$ cat config.mk
export PLATFORM = sky130hd
export DESIGN_NAME = tdm_demux_flat
export DESIGN_NICKNAME = d
export VERILOG_FILES = /design/src/rtl/tdm_pkg.sv /design/src/rtl/tdm_demux_if.sv /design/src/rtl/tdm_slot_ctr.sv /design/src/rtl/tdm_demux.sv /design/src/flat_wrapper.sv
export SDC_FILE = /design/constraint.sdc
export NUM_CORES = 1
export LEC_CHECK = 0
export ABC_AREA = 1
export CAP_MARGIN = 20
export CORE_ASPECT_RATIO = 0.7
export CORE_MARGIN = 3
export CORE_UTILIZATION = 30
export DETAILED_ROUTE_END_ITERATION = 10
export GPL_TIMING_DRIVEN = 0
export SETUP_SLACK_MARGIN = 0.4
export SKIP_LAST_GASP = 1
export SLEW_MARGIN = 0
export SYNTH_ARGS = -nofsm -noshare
export SYNTH_HDL_FRONTEND = slang
export SYNTH_HIERARCHICAL = 1
export SYNTH_SLANG_ARGS = --single-unit
$ cat constraint.sdc
create_clock -name clk -period 2.4 [get_ports clk]
set_input_delay 0.6 -clock clk [delete_from_list [all_inputs] [get_ports clk]]
set_output_delay 0.6 -clock clk [all_outputs]
set_load 0.03 [all_outputs]
$ cat src/rtl/tdm_pkg.sv
// tdm_pkg: shared types and helpers for the TDM receive path.
// Holds the demux state enum, the default slot count and the
// even-parity helper used when TDM_PARITY_EN is defined.
package tdm_pkg;

  // Default number of data slots per frame (power of two, 2..16).
  localparam int DEFAULT_SLOTS = 16;

  // Frame-tracking states; PARITY is only entered with TDM_PARITY_EN.
  typedef enum logic [1:0] {
    HUNT    = 2'd0,
    COLLECT = 2'd1,
    PARITY  = 2'd2
  } tdm_state_e;

  // Even parity over a frame: XOR of all data slots. Narrower frames are
  // zero-extended by the caller, which leaves the XOR unchanged.
  function automatic logic tdm_parity(input logic [DEFAULT_SLOTS-1:0] d);
    return ^d;
  endfunction

endpackage

$ cat src/rtl/tdm_demux_if.sv
// tdm_demux_if: serial slot input, frame handshake and status bundle.
// master = slot source / frame consumer side, slave = the demux itself.
interface tdm_demux_if
  import tdm_pkg::*;
#(
  parameter int SLOTS = DEFAULT_SLOTS
) ();

  localparam int SEL_W = $clog2(SLOTS);

  // serial side and consumer controls
  logic             en;
  logic             sync;
  logic             din;
  logic             frame_ready;
  logic             ovr_clr;

  // demux outputs
  logic [SEL_W-1:0] sel;
  logic             locked;
  logic [SLOTS-1:0] frame_data;
  logic             frame_valid;
  logic             parity_err;
  logic             sync_err;
  logic             overrun;

  modport master (
    output en, sync, din, frame_ready, ovr_clr,
    input  sel, locked, frame_data, frame_valid, parity_err, sync_err, overrun
  );

  modport slave (
    input  en, sync, din, frame_ready, ovr_clr,
    output sel, locked, frame_data, frame_valid, parity_err, sync_err, overrun
  );

endinterface

$ cat src/rtl/tdm_slot_ctr.sv
// tdm_slot_ctr: slot index counter for the TDM demux.
// load forces the index to 1 (slot 0 is written by the sync strobe
// itself); inc advances it. Wraps naturally since SLOTS is a power of two.
module tdm_slot_ctr
  import tdm_pkg::*;
#(
  parameter int SLOTS = DEFAULT_SLOTS,
  parameter int SEL_W = $clog2(SLOTS)
) (
  input  logic             clk,
  input  logic             rst_n,
  input  logic             load,
  input  logic             inc,
  output logic [SEL_W-1:0] sel,
  output logic             last
);

  logic [SEL_W-1:0] sel_reg;

  // next-slot index: load on sync, advance on each collected slot
  always_ff @(posedge clk or negedge rst_n) begin
    if (!rst_n) begin
      sel_reg <= '0;
    end else if (load) begin
      sel_reg <= SEL_W'(1);
    end else if (inc) begin
      sel_reg <= sel_reg + SEL_W'(1);
    end
  end

  assign sel  = sel_reg;
  assign last = (sel_reg == SEL_W'(SLOTS - 1));

endmodule

$ cat src/rtl/tdm_demux.sv
// tdm_demux: time-division demultiplexer, receive end of a 16:1 mux stream.
// Strobed bits are gathered into a collection buffer, completed frames are
// handed off through a valid/ready register that is independent of the
// buffer, and resync / dropped-frame faults are flagged.
// Optional feature: define TDM_PARITY_EN to add a trailing even-parity slot
// and the PARITY state; otherwise parity_err is tied low.
module tdm_demux
  import tdm_pkg::*;
#(
  parameter int SLOTS = DEFAULT_SLOTS
) (
  input  logic        clk,
  input  logic        rst_n,
  tdm_demux_if.slave  bus
);

  localparam int SEL_W = $clog2(SLOTS);

  tdm_state_e       state_reg;
  logic             locked_reg;
  logic [SLOTS-1:0] buf_reg;
  logic [SLOTS-1:0] buf_next;
  logic [SLOTS-1:0] frame_data_reg;
  logic             frame_valid_reg;
  logic             parity_err_reg;
  logic             sync_err_reg;
  logic             overrun_reg;

  logic [SEL_W-1:0] sel;
  logic             last;
  logic             start;      // en with sync: slot 0 of a new frame
  logic             wr;         // data slot written into the buffer
  logic             take;       // consumer accepts the presented frame
  logic             complete;   // a whole frame is available this cycle
  logic [SLOTS-1:0] done_frame;
  logic             done_perr;

  assign start = bus.en && bus.sync;
  assign wr    = bus.en && !bus.sync && (state_reg == COLLECT);
  assign take  = frame_valid_reg && bus.frame_ready;

  tdm_slot_ctr #(
    .SLOTS (SLOTS),
    .SEL_W (SEL_W)
  ) u_slot_ctr (
    .clk   (clk),
    .rst_n (rst_n),
    .load  (start),
    .inc   (wr),
    .sel   (sel),
    .last  (last)
  );

  // Per-slot buffer update: sync restarts the frame at slot 0 and clears the
  // stale partial bits, otherwise only the addressed slot takes din.
  genvar gi;
  generate
    for (gi = 0; gi < SLOTS; gi++) begin : g_slot
      assign buf_next[gi] = start ? ((gi == 0) ? bus.din : 1'b0)
                          : (wr && (sel == SEL_W'(gi))) ? bus.din
                          : buf_reg[gi];
    end
  endgenerate

  // collection buffer, separate from the presented frame
  always_ff @(posedge clk or negedge rst_n) begin
    if (!rst_n) begin
      buf_reg <= '0;
    end else begin
      buf_reg <= buf_next;
    end
  end

`ifdef TDM_PARITY_EN
  // Frame ends on the parity slot; the data bits are already in buf_reg.
  assign complete   = bus.en && !bus.sync && (state_reg == PARITY);
  assign done_frame = buf_reg;
  assign done_perr  = tdm_parity(DEFAULT_SLOTS'(buf_reg)) ^ bus.din;
`else
  // Frame ends on the last data slot; include the bit being written now.
  assign complete   = wr && last;
  assign done_frame = buf_next;
  assign done_perr  = 1'b0;
`endif

  // framing FSM plus the frame handshake and fault flags
  always_ff @(posedge clk or negedge rst_n) begin
    if (!rst_n) begin
      state_reg       <= HUNT;
      locked_reg      <= 1'b0;
      frame_data_reg  <= '0;
      frame_valid_reg <= 1'b0;
      parity_err_reg  <= 1'b0;
      sync_err_reg    <= 1'b0;
      overrun_reg     <= 1'b0;
    end else begin
      sync_err_reg <= 1'b0;

      case (state_reg)
        HUNT: begin
          if (start) begin
            state_reg  <= COLLECT;
            locked_reg <= 1'b1;
          end
        end
        COLLECT: begin
          if (start) begin
            // resync mid-frame: partial frame is dropped, restart at slot 1
            sync_err_reg <= 1'b1;
          end else if (wr && last) begin
`ifdef TDM_PARITY_EN
            state_reg  <= PARITY;
`else
            state_reg  <= HUNT;
            locked_reg <= 1'b0;
`endif
          end
        end
        PARITY: begin
          if (start) begin
            // a sync in place of the parity bit abandons the collected frame
            sync_err_reg <= 1'b1;
            state_reg    <= COLLECT;
          end else if (bus.en) begin
            state_reg  <= HUNT;
            locked_reg <= 1'b0;
          end
        end
        default: begin
          state_reg  <= HUNT;
          locked_reg <= 1'b0;
        end
      endcase

      // Present a finished frame if the output slot is free or being freed.
      if (complete && (!frame_valid_reg || take)) begin
        frame_data_reg  <= done_frame;
        parity_err_reg  <= done_perr;
        frame_valid_reg <= 1'b1;
      end else if (take) begin
        frame_valid_reg <= 1'b0;
      end

      // Dropped frame sets overrun; a set outranks a same-cycle clear.
      if (complete && frame_valid_reg && !take) begin
        overrun_reg <= 1'b1;
      end else if (bus.ovr_clr) begin
        overrun_reg <= 1'b0;
      end
    end
  end

  assign bus.sel         = sel;
  assign bus.locked      = locked_reg;
  assign bus.frame_data  = frame_data_reg;
  assign bus.frame_valid = frame_valid_reg;
  assign bus.parity_err  = parity_err_reg;
  assign bus.sync_err    = sync_err_reg;
  assign bus.overrun     = overrun_reg;

endmodule

$ cat src/flat_wrapper.sv
// flat-port wrapper written by rule: the top's interface ports become plain ports
module tdm_demux_flat import tdm_pkg::*;
#(
  parameter int SLOTS = DEFAULT_SLOTS
)
  (clk, rst_n, bus_en, bus_sync, bus_din, bus_frame_ready, bus_ovr_clr, bus_sel, bus_locked, bus_frame_data, bus_frame_valid, bus_parity_err, bus_sync_err, bus_overrun);
  tdm_demux_if #(.SLOTS(SLOTS)) bus_i ();
  input  logic clk;
  input  logic rst_n;
  input wire logic [$bits(bus_i.en)-1:0] bus_en;
  input wire logic [$bits(bus_i.sync)-1:0] bus_sync;
  input wire logic [$bits(bus_i.din)-1:0] bus_din;
  input wire logic [$bits(bus_i.frame_ready)-1:0] bus_frame_ready;
  input wire logic [$bits(bus_i.ovr_clr)-1:0] bus_ovr_clr;
  output wire logic [$bits(bus_i.sel)-1:0] bus_sel;
  output wire logic [$bits(bus_i.locked)-1:0] bus_locked;
  output wire logic [$bits(bus_i.frame_data)-1:0] bus_frame_data;
  output wire logic [$bits(bus_i.frame_valid)-1:0] bus_frame_valid;
  output wire logic [$bits(bus_i.parity_err)-1:0] bus_parity_err;
  output wire logic [$bits(bus_i.sync_err)-1:0] bus_sync_err;
  output wire logic [$bits(bus_i.overrun)-1:0] bus_overrun;
  assign bus_i.en = bus_en;
  assign bus_i.sync = bus_sync;
  assign bus_i.din = bus_din;
  assign bus_i.frame_ready = bus_frame_ready;
  assign bus_i.ovr_clr = bus_ovr_clr;
  assign bus_sel = bus_i.sel;
  assign bus_locked = bus_i.locked;
  assign bus_frame_data = bus_i.frame_data;
  assign bus_frame_valid = bus_i.frame_valid;
  assign bus_parity_err = bus_i.parity_err;
  assign bus_sync_err = bus_i.sync_err;
  assign bus_overrun = bus_i.overrun;
  tdm_demux #(.SLOTS(SLOTS)) u_core (.clk(clk), .rst_n(rst_n), .bus(bus_i));
endmodule
==> results of run 1 <==
## cells in the mapped netlist (2+ instances only)
library cell and n:
sky130_fd_sc_hd__nand2_2 2, sky130_fd_sc_hd__a21oi_1 11, sky130_fd_sc_hd__nand2_1 92, sky130_fd_sc_hd__inv_2 2, sky130_fd_sc_hd__inv_1 22, sky130_fd_sc_hd__and3_1 7
sky130_fd_sc_hd__nand3_1 26, sky130_fd_sc_hd__nor2_4 2, sky130_fd_sc_hd__buf_4 2, sky130_fd_sc_hd__clkbuf_1 3, sky130_fd_sc_hd__nand4_1 7, sky130_fd_sc_hd__nor2_2 5
sky130_fd_sc_hd__nor2_1 15, sky130_fd_sc_hd__dfrtp_1 40
## worst max path at each step
stage	from	endpoint	slack, ns	depth (start not counted)
2_1_floorplan	u_core/u_slot_ctr/sel[0]	u_core/bus.frame_data[3]	0.62	9
3_3_place_gp	rst_n	u_core/buf_reg[5]	-0.35	1
3_5_place_dp	bus_sync	u_core/u_slot_ctr/sel[3]	0.1	7
4_1_cts	bus_sync	u_core/u_slot_ctr/sel[3]	0.43	7
5_1_grt	bus_en	u_core/u_slot_ctr/sel[3]	0.39	8
6_report	u_core/bus.frame_data[0]	bus_frame_data[0]	0.45	1
## layer usage
layer  up-vias  track usage  routed length, µm
met2        40        0.192               1840
met5         -            0                  0
li1        850            -                  -
met3         6       0.0353                259
met4         0       0.0442                 61
met1       753        0.202               2360
## cells by family (layout without fill, tap and decap cells)
group,Yosys count,count (layout),share of synthesized area
buf+inv,31,72,0.0685
compound gates,13,13,0.0346
fa+ha+maj,1,1,0.00652
simple gates,158,158,0.367
flops,40,40,0.522
other cells,1,1,0.00196
## power groups by stage
| stage | registers (mW) | logic, mW | clock network, mW |
|---|---|---|---|
| after floorplan | 0.751 | 0.109 | 0 |
| after CTS | 0.720 | 0.201 | 0.495 |
| after global routing | 0.727 | 0.226 | 0.529 |
| after detailed placement | 0.734 | 0.207 | 0 |
| after global placement | 0.733 | 0.201 | 0 |
| final | 0.721 | 0.199 | 0.479 |
## repair_timing
item / CTS / global route
hold endpoints to repair: 0 / 0
cloned: 0 / 0
buffers inserted: 0 / 3
gates resized for setup: 5 / 5
pin swaps: 0 / 2
setup endpoints to repair: 5 / 18
hold buffers: 0 / 0
## cell type report
class                           count  area (µm²)
Timing Repair Buffer               33         324
Inverter                           25        97.6
Fill cell                         624        3520
Buffer                              6        37.5
Multi-Input combinational cell    173         788
Tap cell                           75        93.8
Clock inverter                      2        10.0
Sequential cell                    40        1000
Clock buffer                        6        82.6
==> results_dict.tcl, run 1 <==
set metrics [dict create \
    cts_tree "done" \
    row_count 23 \
    p_leak_nw 1.26 \
    floorplan.die_area_um2 7400 \
    criticalPathCategory "reg -> out" \
    most_frequent_standard_cell_in_the_layout_excluding_fill_and_tap_cells "sky130_fd_sc_hd__nand2_1" \
    final.setup.tns_ns 0 \
    nNetsFinal 292 \
    setup_repair_after_global_routing_missed_its_margin "true" \
    root_buffer "sky130_fd_sc_hd__clkbuf_8" \
    report.final.hold_viol_count 0 \
    synth-edff-count 0 \
    clock-sinks 40 \
    critical-path-top-delay-family "buffers and inverters" \
    rr_worst_depth 9 \
    dp_slack_ns 0.0988 \
    finalNonFillerCells 360 \
    power_frac_comb 0.143 \
    setup.worst_path.start_class "flip-flop" \
    cts-buffers-inserted 5 \
    report.final.setup_viol 0 \
    final.setup.worst_slack_ns 0.454 \
    power.density_cell_area_nw_per_um2 574 \
    detailedPlacementHpwl_um 3340 \
    yosysTopAreaCell "sky130_fd_sc_hd__dfrtp_1" \
    wire_per_inst_um 12.6 \
    synth_nets 252 \
    ys_seq_area_frac 0.522 \
    initial_utilization 0.322 \
    placed_cells_incl_taps 349 \
    ys_ff_latch 40 \
    crit_path_buf_inv_count 1 \
    final_cell_mix "91 x sky130_fd_sc_hd__nand2_1, 38 x sky130_fd_sc_hd__dfrtp_1, 26 x sky130_fd_sc_hd__nand3_1" \
    core_area_um2 5960 \
    gp_weighted_congestion 0.856 \
    peakVddDrop_mv 0.213 \
    power.total_mw 1.40 \
    sequentialPowerShare 0.515 \
    hold_wc_path_type "in -> async" \
    maxClockFrequency_mhz 514 \
    rr_startpoint "u_core/u_slot_ctr/sel[0]" \
    ioPinCount 32 \
    port_buffers 29 \
    period_share 0.811 \
    die_x_um 102 \
    cp_data_required_time_ns 1.80 \
    ys.warnings.count 6 \
    critical_path.cell_chain "clkdlybuf4s50_1" \
    async_reset_ff_frac 1.00 \
    clock_insertion_delay_worst_skew_ns 0.30 \
    synth.top_cell.area_share 0.522 \
    post_synth.cell_area_avg_um2 7.86 \
    outcome "completed" \
    r2r_end "u_core/bus.frame_data[2]" \
    detail_route.iter0.violations 138 \
    route.detailed.vias_per_inst 4.58 \
    first_global_vias 1521 \
    p_clk_frac 0.342 \
    crit_arrival_ns 1.35 \
    totalWireLength_um 4520 \
    antenna-diode-count 0 \
    grt.total_usage 0.136 \
    areaGrowthSynthToFinish_pct 27.1 \
    layout-drive-gt1-share 0.112 \
    timing_max_transition_violations_final 0 \
    finClkSkew_ns 0.00529 \
    antenna_found_initial 0 \
    maxCapViolCount 0 \
    power.net_switching_mw 0.411 \
    switching_share 0.294 \
    global_route_wire_length_before_repair_um 7700 \
    cellInternalPower_mw 0.988 \
    regToRegSetupSlack_ns 0.56 \
    critical_path_peak_fanout 2 \
    drtAntennaViolNets 0 \
    endpoint_kind "output pin" \
    cpMaxStageDelayCell "sky130_fd_sc_hd__clkdlybuf4s50_1" \
    yosys.cell_types.count 22 \
    drt_pre_antenna_iters 4 \
    ys.flop_type "sky130_fd_sc_hd__dfrtp_1" \
    post_synth_main_area_contributors "sky130_fd_sc_hd__dfrtp_1 52%, sky130_fd_sc_hd__nand2_1 18%, sky130_fd_sc_hd__nand3_1 6.8%, sky130_fd_sc_hd__inv_1 4.3%, sky130_fd_sc_hd__nor2_1 2.9%" \
    remaining_drc_errors 0 \
    placement.cell_area_um2 2320 \
    worst_hold_slack_ns 0.185 \
    maximum_number_of_pins_on_one_net_before_global_route_repair 28 \
    clkSlewWorstSetupHoldPaths_ns 0.08 \
    utilization_of_the_core_after_routing 0.409 \
    maximum_root_to_sink_buffer_count 2 \
    cts-htree-levels 2 \
    crit_path_max_incr_delay_ns 0.67 \
    grt_overflow 0 \
    finalInstanceArea_um2 2440 \
    min_period_ns 1.95 \
    post_synth_inst_count 244 \
    syn_area_um2 1920 \
    dr_total_vias 1649 \
    fp.dieH_um 72.9 \
]
Power figures use the tool's default switching activity.
==> inputs of run 2 (changes only) <==
==> constraint.sdc (replaced) <==
create_clock -name clk -period 2.05 [get_ports clk]
set_input_delay 0.5125 -clock clk [delete_from_list [all_inputs] [get_ports clk]]
set_output_delay 0.5125 -clock clk [all_outputs]
set_load 0.03 [all_outputs]
==> run 2 against run 1 <==
- critical path type unchanged
- clock skew grew 0.00078 ns
- combinational power grew 43%
- register-to-register slack lost 0.10 ns
- critical endpoint is now bus_sel[0]
- critical path depth grew 1
- flip-flop and latch count is the same
- clock power grew 33%
- cell count grew 3.3%
- routed wire length grew 7.1%
==> results_dict.tcl, run 2 (synthesis gave the netlist of run 1 again) <==
set metrics [dict create \
    clock-sinks 40 \
    clock_insertion_delay_worst_skew_ns 0.29 \
    maximum_number_of_pins_on_one_net_before_global_route_repair 34 \
    endpoint_kind "output pin" \
    fp.dieH_um 72.9 \
    period_share 0.812 \
    hold_wc_path_type "in -> async" \
    setup.worst_path.end "bus_sel[0]" \
    die_x_um 102 \
    drt_pre_antenna_iters 4 \
    dr_total_vias 1748 \
    placed_cells_incl_taps 349 \
    p_clk_frac 0.361 \
    detailedPlacementHpwl_um 3350 \
    regToRegSetupSlack_ns 0.46 \
    crit_arrival_ns 1.15 \
    core_area_um2 5960 \
    gp_weighted_congestion 0.833 \
    detail_route.iter0.violations 94 \
    row_count 23 \
    antenna_found_initial 0 \
    initial_utilization 0.322 \
    wire_per_inst_um 13.0 \
    route.detailed.vias_per_inst 4.70 \
    cts-htree-levels 2 \
    multiInputGateArea_um2 852 \
    r2r_end "u_core/bus.frame_data[1]" \
    sequentialPowerShare 0.478 \
    cellInternalPower_mw 1.28 \
    power_frac_comb 0.161 \
    criticalPathCategory "reg -> out" \
    grt.total_usage 0.136 \
    power.density_cell_area_nw_per_um2 676 \
    dp_slack_ns -0.211 \
    first_global_vias 1600 \
    maxCapViolCount 0 \
    finClkSkew_ns 0.00607 \
    most_frequent_standard_cell_in_the_layout_excluding_fill_and_tap_cells "sky130_fd_sc_hd__nand2_1" \
    timing_max_transition_violations_final 0 \
    sequential_cell_area_um2 1010 \
    maximum_root_to_sink_buffer_count 2 \
    maxClockFrequency_mhz 601 \
    areaGrowthSynthToFinish_pct 36.4 \
    finalNonFillerCells 372 \
    cp_data_required_time_ns 1.54 \
    clkSlewWorstSetupHoldPaths_ns 0.08 \
    totalWireLength_um 4840 \
    power.net_switching_mw 0.490 \
    final.setup.tns_ns 0 \
    report.final.setup_viol 0 \
    layout-drive-gt1-share 0.185 \
    rr_startpoint "u_core/u_slot_ctr/sel[1]" \
    drtAntennaViolNets 0 \
    report.final.hold_viol_count 0 \
    setup.worst_path.start_class "flip-flop" \
    global_route_wire_length_before_repair_um 7670 \
    final.fill_count 605 \
    remaining_drc_errors 0 \
    final.setup.worst_slack_ns 0.385 \
    floorplan.die_area_um2 7400 \
    root_buffer "sky130_fd_sc_hd__clkbuf_8" \
    ioPinCount 32 \
    peakVddDrop_mv 0.304 \
    p_leak_nw 1.41 \
    rr_worst_depth 9 \
    worst_setup_path_startpoint "u_core/u_slot_ctr/sel[0]" \
    cts_tree "done" \
    grt_overflow 0 \
    outcome "completed" \
    min_period_ns 1.66 \
    port_buffers 29 \
    cts-buffers-inserted 5 \
    critical_path_peak_fanout 4 \
    antenna-diode-count 0 \
    setup_repair_after_global_routing_missed_its_margin "true" \
    final_cell_mix "88 x sky130_fd_sc_hd__nand2_1, 36 x sky130_fd_sc_hd__dfrtp_1, 26 x sky130_fd_sc_hd__nand3_1" \
    nNetsFinal 304 \
    switching_share 0.277 \
]
-- run 2: worst min path at each step --
stage                                           end  slack [ns]
final                     u_core/bus.frame_data[12]        0.05
after global routing      u_core/bus.frame_data[12]        0.06
after CTS                 u_core/bus.frame_data[11]        0.05
after detailed placement  u_core/bus.frame_data[13]        0.38
after global placement    u_core/bus.frame_data[11]        0.46
after floorplan                   u_core/buf_reg[0]        0.22
-- run 2: layout make-up --
| cell class | count | share of cell area |
|---|---|---|
| Buffer | 6 | 0.0172 |
| Clock buffer | 6 | 0.0277 |
| Tap cell | 75 | 0.0359 |
| Timing Repair Buffer | 45 | 0.158 |
| Multi-Input combinational cell | 173 | 0.326 |
| Clock inverter | 2 | 0.0134 |
| Inverter | 25 | 0.0373 |
| Sequential cell | 40 | 0.385 |
-- run 2: critical path, stage by stage, from the launching register on --
cell and delay, ns:
sky130_fd_sc_hd__dfrtp_2 0.44, sky130_fd_sc_hd__buf_4 0.15, sky130_fd_sc_hd__clkdlybuf4s15_2 0.27
-- run 2: metal layers --
layer,GRT usage,part of all wire,vias to the layer above
met1,0.191,0.50,824
met4,0.0339,0.0070,0
li1,-,-,882
met5,0,0,-
met2,0.202,0.44,36
met3,0.0439,0.052,6
-- run 2: power by group through the flow --
stage                     Combinational, mW  Clock, mW  Sequential (mW)
final                                 0.285      0.638            0.845
after global routing                  0.317      0.702            0.849
after CTS                             0.262      0.660            0.846
after detailed placement              0.248          0            0.864
after global placement                0.241          0            0.863
after floorplan                       0.131          0            0.884
-- run 2: metrics by stage --
step                power [mW]  instance area, µm²  hold slack [ns]   util
floorplan                 1.01                1930            0.217      -
global placement          1.10                2320            0.465  0.389
detailed placement        1.11                2330            0.376  0.392
CTS                       1.77                2500           0.0527  0.420
global route              1.87                2620           0.0553  0.439
finish                    1.77                2620           0.0546  0.439
-- run 2: what timing repair did --
| action | CTS | global route |
|---|---|---|
| gates cloned | 0 | 1 |
| pin swaps | 2 | 3 |
| hold buffers | 0 | 0 |
| setup buffers | 5 | 9 |
| gates resized for setup | 40 | 14 |
| endpoints found under the setup margin | 55 | 16 |
==> inputs of run 3 (changes only) <==
==> constraint.sdc (replaced) <==
create_clock -name clk -period 1.5 [get_ports clk]
set_input_delay 0.375 -clock clk [delete_from_list [all_inputs] [get_ports clk]]
set_output_delay 0.375 -clock clk [all_outputs]
set_load 0.03 [all_outputs]
==> run 3 against run 2 <==
- the run now ends with negative setup slack left
- sequential power increased by 36%
- via count increased by 14%
- power increased by 57%
- cell count increased by 10%
- sequential share of layout area decreased by 9.6 points
- global-route usage increased by 3.3 points
- clock skew about the same
- critical path depth increased by 2
- setup slack got worse by 0.45 ns
- register-to-register slack got worse by 0.50 ns
- die area unchanged
- routed wire length increased by 26%
==> results_dict.tcl, run 3 (synthesis gave the netlist of run 1 again) <==
set metrics [dict create \
    outcome "finished with violations" \
    failed_checks "negative setup slack" \
    peakVddDrop_mv 0.348 \
    areaGrowthSynthToFinish_pct 81.9 \
    crit_arrival_ns 1.19 \
    grt_overflow 0 \
    worst_hold_slack_ns 0.00323 \
    maxClockFrequency_mhz 639 \
    cp_data_required_time_ns 1.12 \
    cts_tree "done" \
    power_frac_comb 0.261 \
    routedLengthMet1_um 2790 \
    ctsHoldBuffers 0 \
    drt_pre_antenna_iters 4 \
    cts-htree-levels 2 \
    criticalPathCategory "reg -> out" \
    top_signal_layer_used "met4" \
    report.final.hold_viol_count 0 \
    most_frequent_standard_cell_in_the_layout_excluding_fill_and_tap_cells "sky130_fd_sc_hd__nand2_1" \
    p_leak_nw 1.68 \
    period_share 1.04 \
    finalInstanceArea_um2 3490 \
    nNetsFinal 343 \
    power.net_switching_mw 0.854 \
    p_clk_frac 0.322 \
    sequentialPowerShare 0.417 \
    fp.dieH_um 72.9 \
    remaining_drc_errors 0 \
    ioPinCount 32 \
    initial_utilization 0.322 \
    gp_weighted_congestion 0.801 \
    setup_repair_after_global_routing_missed_its_margin "true" \
    timing_max_transition_violations_final 0 \
    clock_insertion_delay_worst_skew_ns 0.30 \
    final.setup.worst_slack_ns -0.0645 \
    global_route_wire_length_before_repair_um 9600 \
    cellInternalPower_mw 1.91 \
    switching_share 0.309 \
    floorplan.die_area_um2 7400 \
    placement.cell_area_um2 2410 \
    hold_wc_path_type "in -> async" \
    final_cell_mix "57 x sky130_fd_sc_hd__nand2_1, 41 x sky130_fd_sc_hd__buf_6, 35 x sky130_fd_sc_hd__dfrtp_1" \
    row_count 23 \
    dr_total_vias 1984 \
    route.detailed.vias_per_inst 4.83 \
    endpoint_kind "output pin" \
    detail_route.iter0.violations 87 \
    worst_slew_pin_slew_ns 0.540 \
    critical_path_peak_fanout 3 \
    drtAntennaViolNets 0 \
    power.total_mw 2.77 \
    die_x_um 102 \
    dp_slack_ns -0.679 \
    finClkSkew_ns 0.00616 \
    root_buffer "sky130_fd_sc_hd__clkbuf_8" \
    met2RoutedLength_um 3020 \
    layout-drive-gt1-share 0.577 \
    maxCapViolCount 0 \
    final.fill_count 499 \
    maximum_number_of_pins_on_one_net_before_global_route_repair 25 \
    setup.worst_path.start_class "flip-flop" \
    wire_per_inst_um 14.8 \
    slew_headroom 0.640 \
    clkSlewWorstSetupHoldPaths_ns 0.08 \
    first_global_vias 1953 \
    totalWireLength_um 6100 \
    finalNonFillerCells 411 \
    min_period_ns 1.56 \
    detailedPlacementHpwl_um 3430 \
    final.setup.tns_ns -0.352 \
    placed_cells_incl_taps 349 \
    grt.total_usage 0.168 \
    cts-buffers-inserted 5 \
    power.density_cell_area_nw_per_um2 793 \
    utilization_of_the_core_after_routing 0.586 \
    maximum_root_to_sink_buffer_count 2 \
    report.final.setup_viol 13 \
    clock-sinks 40 \
    port_buffers 29 \
    antenna-diode-count 0 \
    antenna_found_initial 0 \
    met3_wirelength_um 238 \
    core_area_um2 5960 \
]
## run 3: changes by cell type in the layout (fill, tap and decap cells not counted), moves of 5 or more
cell / delta
sky130_fd_sc_hd__a21oi_1: -7
sky130_fd_sc_hd__a21oi_2: +7
sky130_fd_sc_hd__buf_4: +20
sky130_fd_sc_hd__buf_6: +40
sky130_fd_sc_hd__dlygate4sd2_1: -21
sky130_fd_sc_hd__inv_1: -5
sky130_fd_sc_hd__nand2_1: -31
sky130_fd_sc_hd__nand2_2: +20
sky130_fd_sc_hd__nand2_4: +9
sky130_fd_sc_hd__nand3_1: -19
sky130_fd_sc_hd__nand3_2: +17
sky130_fd_sc_hd__nor2_1: -10
sky130_fd_sc_hd__nor2_4: +9
## run 3: worst paths after layout
kind / endpoint / startpoint / slack [ns] / depth (start not counted)
min in group clk: u_core/bus.frame_data[7] / u_core/bus.frame_data[7] / 0.51 / 2
worst max-delay path: bus_sel[0] / u_core/u_slot_ctr/sel[0] / -0.06 / 4
worst min register to register: u_core/bus.frame_data[7] / u_core/bus.frame_data[7] / 0.51 / 2
max in group asynchronous: u_core/buf_reg[15] / rst_n / 1.02 / 2
worst min-delay path: u_core/buf_reg[14] / rst_n / 0.003 / 1
worst max register to register: u_core/bus.frame_data[2] / u_core/u_slot_ctr/sel[1] / -0.04 / 10
## run 3: cell type report
type	instances	area, µm²	area share
multi-input cells	173	1230	0.352
plain buffers	6	50.0	0.0143
well taps	75	93.8	0.0269
inverters	25	129	0.0369
flip-flops and latches	40	1010	0.289
repair buffers	84	872	0.250
clock buffers	6	72.6	0.0208
clock inverters	2	35.0	0.0100
## run 3: critical path: stages (launching register included)
cell                      delay (ns)
sky130_fd_sc_hd__dfrtp_2        0.44
sky130_fd_sc_hd__buf_6          0.12
sky130_fd_sc_hd__buf_6          0.11
sky130_fd_sc_hd__buf_6          0.10
sky130_fd_sc_hd__buf_6          0.12
## run 3: routing by layer
metal  track usage  up-vias
li1              -      962
met1         0.232      981
met2         0.275       34
met3        0.0344        7
met4        0.0354        0
met5             0        -
## run 3: what timing repair did
| action | in CTS | in global routing |
|---|---|---|
| setup buffers | 36 | 16 |
| pin swaps | 31 | 42 |
| cloned | 2 | 0 |
| endpoints found under the hold margin | 0 | 0 |
| gates resized for setup | 243 | 66 |
| endpoints found under the setup margin | 63 | 63 |
## run 3: power by group through the flow
stage                     Clock (mW)  Combinational, mW  Sequential, mW
after floorplan                    0              0.205            1.21
after detailed placement           0              0.367            1.18
final                          0.892              0.721            1.15
after CTS                      0.917              0.552            1.15
after global routing           0.969              0.766            1.16
after global placement             0              0.358            1.18
